===== src/rtl/dcache_ctrl.sv =====
// dcache_ctrl -- direct-mapped, one-word-per-line, write-through /
// no-write-allocate data cache controller sitting between a CPU memory stage
// and a handshaked backing memory. All state changes on the falling clock
// edge so the rising-edge CPU pipeline sees settled stall/data values.
//
// Ports
//   clk, rst        clock (state on negedge), asynchronous active-high reset
//   cpu_addr        byte address of the load/store
//   cpu_wdata       store data (bits [7:0] for byte stores)
//   cpu_re, cpu_we  load / store request (store wins if both are set)
//   cpu_byte        1 = byte access (lbu/sb), 0 = word access
//   cpu_rdata       load data (0 when no load completes this cycle)
//   stall           CPU must freeze and hold its request
//   mem_req/mem_we  registered backing-memory request / write select
//   mem_addr        word-aligned request address
//   mem_wdata       write data (byte replicated on byte stores)
//   mem_wstrb       byte-lane write enables
//   mem_ack         one-cycle completion pulse
//   mem_rdata       read word, valid with mem_ack
module dcache_ctrl #(
   parameter int DATA_WIDTH = 32,
   parameter int LINES      = 8
) (
   input  logic                    clk,
   input  logic                    rst,
   input  logic [DATA_WIDTH-1:0]   cpu_addr,
   input  logic [DATA_WIDTH-1:0]   cpu_wdata,
   input  logic                    cpu_re,
   input  logic                    cpu_we,
   input  logic                    cpu_byte,
   output logic [DATA_WIDTH-1:0]   cpu_rdata,
   output logic                    stall,
   output logic                    mem_req,
   output logic                    mem_we,
   output logic [DATA_WIDTH-1:0]   mem_addr,
   output logic [DATA_WIDTH-1:0]   mem_wdata,
   output logic [DATA_WIDTH/8-1:0] mem_wstrb,
   input  logic                    mem_ack,
   input  logic [DATA_WIDTH-1:0]   mem_rdata
);

   localparam int IDX_W  = $clog2(LINES);
   localparam int TAG_W  = DATA_WIDTH - 2 - IDX_W;
   localparam int STRB_W = DATA_WIDTH / 8;

   typedef enum logic [1:0] {IDLE, FILL, WRITE} state_t;

   state_t                  state;
   logic [LINES-1:0]        valid;
   logic                    write_done;   // marks the IDLE cycle that retires a held store
   logic [TAG_W-1:0]        tag_mem  [LINES];
   logic [DATA_WIDTH-1:0]   data_mem [LINES];

   logic [IDX_W-1:0]        cpu_idx;
   logic [TAG_W-1:0]        cpu_tag;
   logic [DATA_WIDTH-1:0]   cpu_line;
   logic                    cpu_hit;
   logic [7:0]              lane_byte;

   // mem_addr doubles as the latched request address while FILL/WRITE run.
   logic [IDX_W-1:0]        lat_idx;
   logic [TAG_W-1:0]        lat_tag;
   logic [DATA_WIDTH-1:0]   lat_line;
   logic                    lat_hit;
   logic [DATA_WIDTH-1:0]   merged;

   logic [STRB_W-1:0]       strb;
   logic [DATA_WIDTH-1:0]   wdata_out;
   logic                    idle_active;
   logic                    store_start;
   logic                    load_hit;
   logic                    load_miss;
   logic                    fill_wr;
   logic                    write_wr;

   assign cpu_idx   = cpu_addr[2 +: IDX_W];
   assign cpu_tag   = cpu_addr[DATA_WIDTH-1 -: TAG_W];
   assign cpu_line  = data_mem[cpu_idx];
   assign cpu_hit   = valid[cpu_idx] && (tag_mem[cpu_idx] == cpu_tag);
   assign lane_byte = cpu_line[{cpu_addr[1:0], 3'b000} +: 8];

   assign lat_idx  = mem_addr[2 +: IDX_W];
   assign lat_tag  = mem_addr[DATA_WIDTH-1 -: TAG_W];
   assign lat_line = data_mem[lat_idx];
   assign lat_hit  = valid[lat_idx] && (tag_mem[lat_idx] == lat_tag);

   assign wdata_out = cpu_byte ? {STRB_W{cpu_wdata[7:0]}} : cpu_wdata;

   genvar gi;
   generate
      for (gi = 0; gi < STRB_W; gi++) begin : g_lane
         assign strb[gi] = !cpu_byte || (cpu_addr[1:0] == 2'(gi));
         assign merged[gi*8 +: 8] = mem_wstrb[gi] ? mem_wdata[gi*8 +: 8]
                                                  : lat_line[gi*8 +: 8];
      end
   endgenerate

   // Gating with rst keeps stall/cpu_rdata low for the whole reset pulse,
   // even if the CPU is still presenting a request.
   assign idle_active = (state == IDLE) && !rst;
   assign store_start = idle_active && cpu_we && !write_done;
   assign load_hit    = idle_active && cpu_re && !cpu_we && cpu_hit;
   assign load_miss   = idle_active && cpu_re && !cpu_we && !cpu_hit;

   assign stall     = (!rst && state != IDLE) || store_start || load_miss;
   assign cpu_rdata = !load_hit ? '0
                    : cpu_byte  ? {{(DATA_WIDTH-8){1'b0}}, lane_byte}
                    : cpu_line;

   assign fill_wr  = (state == FILL)  && mem_ack;
   assign write_wr = (state == WRITE) && mem_ack && lat_hit;

   // Line storage: no reset needed, the valid bits qualify every entry.
   always_ff @(negedge clk) begin
      if (fill_wr) begin
         data_mem[lat_idx] <= mem_rdata;
         tag_mem[lat_idx]  <= lat_tag;
      end else if (write_wr) begin
         data_mem[lat_idx] <= merged;
      end
   end

   always_ff @(negedge clk or posedge rst) begin
      if (rst) begin
         state      <= IDLE;
         valid      <= '0;
         write_done <= 1'b0;
         mem_req    <= 1'b0;
         mem_we     <= 1'b0;
         mem_addr   <= '0;
         mem_wdata  <= '0;
         mem_wstrb  <= '0;
      end else begin
         unique case (state)
            IDLE: begin
               write_done <= 1'b0;
               if (store_start || load_miss) begin
                  state     <= store_start ? WRITE : FILL;
                  mem_req   <= 1'b1;
                  mem_we    <= store_start;
                  mem_addr  <= {cpu_addr[DATA_WIDTH-1:2], 2'b00};
                  mem_wdata <= wdata_out;
                  mem_wstrb <= strb;
               end
            end
            FILL: begin
               if (mem_ack) begin
                  valid[lat_idx] <= 1'b1;
                  state          <= IDLE;
                  mem_req        <= 1'b0;
               end
            end
            WRITE: begin
               if (mem_ack) begin
                  state      <= IDLE;
                  mem_req    <= 1'b0;
                  mem_we     <= 1'b0;
                  write_done <= 1'b1;
               end
            end
            default: state <= IDLE;
         endcase
      end
   end

endmodule

===== config.mk =====
export PLATFORM = sky130hd
export DESIGN_NAME = dcache_ctrl
export DESIGN_NICKNAME = d
export VERILOG_FILES = /design/src/rtl/dcache_ctrl.sv
export SDC_FILE = /design/constraint.sdc
export NUM_CORES = 1
export LEC_CHECK = 0
export CAP_MARGIN = 30
export CORE_UTILIZATION = 35
export CTS_BUF_LIST = sky130_fd_sc_hd__clkbuf_16
export DETAILED_ROUTE_END_ITERATION = 8
export PLACE_DENSITY_LB_ADDON = 0.2
export SLEW_MARGIN = 20
export SYNTH_ARGS = -nofsm -noshare
export SYNTH_HDL_FRONTEND = slang
export SYNTH_SLANG_ARGS = --single-unit

===== constraint.sdc =====
create_clock -name clk -period 5.25 [get_ports clk]
set_input_delay 0.7875 -clock clk [delete_from_list [all_inputs] [get_ports clk]]
set_output_delay 0.7875 -clock clk [all_outputs]
set_load 0.01 [all_outputs]

==> results.yml <==
run_status:
  status: "complete, but fails checks"
  violations: "setup timing"
synth:
  syn_inst: 1438
  synth.area.top_cells: "edfxtp_1 (57%), mux4_2 (12%), dfrtn_1 (8.0%)"
  avgSynthCellArea_um2: 17.3
  yosysTopAreaCell: "edfxtp_1"
  synth.distinct_cells: 67
  netlist_area_um2: 24800
  synth_top_area_share_pct: 57.1
  ys_ff_latch: 551
  synth_edf_count: 472
  yosysMostFrequentCell: "edfxtp_1"
  yosysSeqAreaShare_pct: 65.0
  synth.top_cells.by_count: "edfxtp_1 (472), mux4_2 (127), mux2i_1 (99)"
  ys.flop_type: "edfxtp_1"
  yosysWarnings: 0
  synthArstFlopShare_pct: 14.3
placement:
  hpwl_um: 52100
  post-place-ws_ns: -1.67
  gp_congestion: 0.854
  port_buffers: 202
drt:
  first_iter_violations: 1144
  first_pass_iters: 5
  ant_nets: 0
  drc: 0
  wl_per_cell_um: 23.5
  vias_per_cell: 5.13
  num_vias: 17600
  wirelength_um: 80500
critical_path:
  critPathMaxFanout: 9
  crit_chain: "mux4_2, mux2i_1, xor2_1, buf_4, nand4_1, nor4b_2, nand4_1, buf_6, or3_4, buf_12, buf_12, nor2_4, buf_6"
  r2r_start: "mem_addr[2]$_DFFE_NP0P_"
  start_kind: "flop"
  cpLargestDelayFamily: "simple AND/OR/NAND/NOR gates"
  cp-end-kind: "output pin"
  cp.depth: 13
  required_ns: 4.46
  r2r_cells: 12
  worst-path-buf-inv: 5
  cp_slowest_cell: "mux4_2"
  startpoint: "tag_mem[6][8]$_DFFE_NP_"
  ff2ff_setup_slack_ns: 1.01
  crit_end: "cpu_rdata[11]"
  crit_arrival_ns: 6.34
  cpPeakStageDelay_ns: 0.48
  crit_type: "reg -> out"
  r2r_end: "data_mem[4][21]$_DFFE_NP_"
sta:
  final-max-slew-violation-count: 0
  setup_viol: 102
  setup_ws_ns: -1.88
  slew_headroom_pct: 31.5
  tightest_slew_ns: 1.02
  skew_ns: 0.0713
  hold_viol: 0
  rsz0062_at_grt: "true"
clocking:
  cts_tree: "done"
  ctsHtreeMaxLevel: 3
  cts_made_buffers: 67
  clkSlewWorstSetupHoldPaths_ns: 0.05
  cts-root-buf: "clkbuf_16"
  cts_max_path_buffers: 3
  clock_latency_ns: 0.65
  cts_hold_buf: 0
  cts_sinks: 551
global_routing:
  antenna_found_initial: 1
  grt_pass1_wl_um: 116000
  grt_max_degree: 76
  grt-ovfl-total: 0
  grtUsageTotal_pct: 22.4
  grt_pass1_vias: 18300
finish:
  fin_nets: 2534
  fin_util_pct: 52.0
  seqCellArea_um2: 16200
  area_growth_pct: 46.8
  multi_input_area_um2: 9170
  fillers: 5989
  drive_above_1_share_pct: 34.3
die:
  design.die.area_um2: 72000
  start_util_pct: 35.4
  die_h_um: 268
  coreArea_um2: 70100
  rows: 97
  io-pin-count: 205
  die_width_um: 268
hold_path:
  hold_path_class: "reg -> reg"
power:
  powerDensity_nw_per_um2: 467
  peakVddDrop_v: 0.000342
  power.leakage_nw: 15.2
run:
  maxCapViolCount: 0
tightest hold or removal path, cell delays in order (launching register included):
cell and delay (ns):
dfrtn_1 0.40, inv_1 0.05, o21ai_0 0.06
what timing repair did:
| action | CTS | global route |
|---|---|---|
| resized for setup | 216 | 79 |
| setup buffers | 23 | 39 |
| cloned | 9 | 2 |
| pin swaps | 11 | 14 |
| endpoints found under the setup margin | 619 | 603 |
| hold endpoints to repair | 0 | 0 |
stage by stage:
| stage | power [mW] | hold WS [ns] | cells | instance area [um^2] | TNS, ns |
|---|---|---|---|---|---|
| after floorplan | 8.89 | 0.408 | 1439 | 25700 | -94.95 |
| after global placement | 11.0 | 0.434 | 2762 | 31200 | -638.23 |
| after detailed placement | 11.1 | 0.438 | 2762 | 31200 | -632.73 |
| after CTS | 16.8 | 0.437 | 3386 | 35900 | -117.92 |
| after global routing | 17.9 | 0.474 | 3421 | 36500 | -120.42 |
| final | 17.0 | 0.439 | 3421 | 36500 | -106.81 |
sequential cells by signal (all words and copies together) (netlist names), 2 cells and up:
| name | flops |
|---|---|
| mem_addr | 30 |
| state | 2 |
| mem_wdata | 32 |
| valid | 8 |
| tag_mem | 216 |
| mem_wstrb | 4 |
| data_mem | 256 |
area by class of cell:
cell class	count	area share [%]
multi-input cells	755	25.1
well taps	940	3.23
flip-flops and latches	551	44.3
diodes	1	0.00686
clock inverters	521	5.93
inverters	38	0.402
clock buffers	72	4.94
repair buffers	543	16.0
worst min-delay path by stage:
stage / slack [ns] / endpoint / start / depth (start not counted)
after floorplan: 0.41 / valid[5]$_DFFE_NP0P_ / valid[5]$_DFFE_NP0P_ / 2
after global placement: 0.43 / valid[5]$_DFFE_NP0P_ / valid[5]$_DFFE_NP0P_ / 2
after detailed placement: 0.44 / valid[5]$_DFFE_NP0P_ / valid[5]$_DFFE_NP0P_ / 2
after CTS: 0.44 / valid[5]$_DFFE_NP0P_ / valid[5]$_DFFE_NP0P_ / 2
after global routing: 0.47 / valid[7]$_DFFE_NP0P_ / valid[7]$_DFFE_NP0P_ / 1
final: 0.44 / valid[5]$_DFFE_NP0P_ / valid[5]$_DFFE_NP0P_ / 2
report_power, final:
part / internal, mW / switching [mW]
Clock: 3.14 / 2.81
Sequential: 5.48 / 0.354
Combinational: 2.50 / 2.73
Total: 11.1 / 5.90
layout by cell type, fill, tap and decap left out, drive strengths merged, types with 3 or more instances in the layout:
cell type      synthesis  layout
a221oi                27      27
bufinv                 0       3
and2                   4       4
nand3                 11      11
o2bb2ai                4       4
nand2b                 9       9
a22o                  13      13
or2                    6       6
nand4                 15      15
a21oi                 41      41
edfxtp               472     472
clkinv                 0      23
a221o                  9       9
clkbuf                32      76
clkinvlp               0       9
o22ai                 11      11
a211oi                 3       3
nor2b                  8       8
buf                   62     374
inv                   39     524
mux2i                 99      99
mux2                 129     129
nor4                   3       3
mux4                 127     127
or3b                   3       3
a31oi                  9       9
xor2                  37      37
clkdlybuf4s50          0     164
nand2                 31      31
o21ai                 39      39
a32oi                  3       3
ha                     4       4
a22oi                 16      16
nor2                  47      47
xnor2                 11      11
nor3                   3       3
dfrtn                 79      79
per-layer routing:
metal | vias to the layer above | wire, um | GRT usage, %
li1 | 7773 | - | -
met1 | 8997 | 33400 | 29.0
met2 | 660 | 39900 | 37.2
met3 | 129 | 4970 | 4.28
met4 | 0 | 2210 | 8.20
met5 | - | 0 | 0
logic make-up (layout without fill, tap and decap cells):
kind of cell	after synthesis	count (layout)	share of synthesized area, %
AO/OA/AOI/OAI	191	191	5.36
XOR/XNOR	48	48	1.69
adder cells (fa/ha/maj)	4	4	0.202
buffers and inverters	133	1174	2.68
flip-flops	551	551	65.0
multiplexers	355	355	21.5
other	1	3	0.0151
AND/OR/NAND/NOR	155	155	3.54
Note: power is estimated with default switching activity, not from simulation.
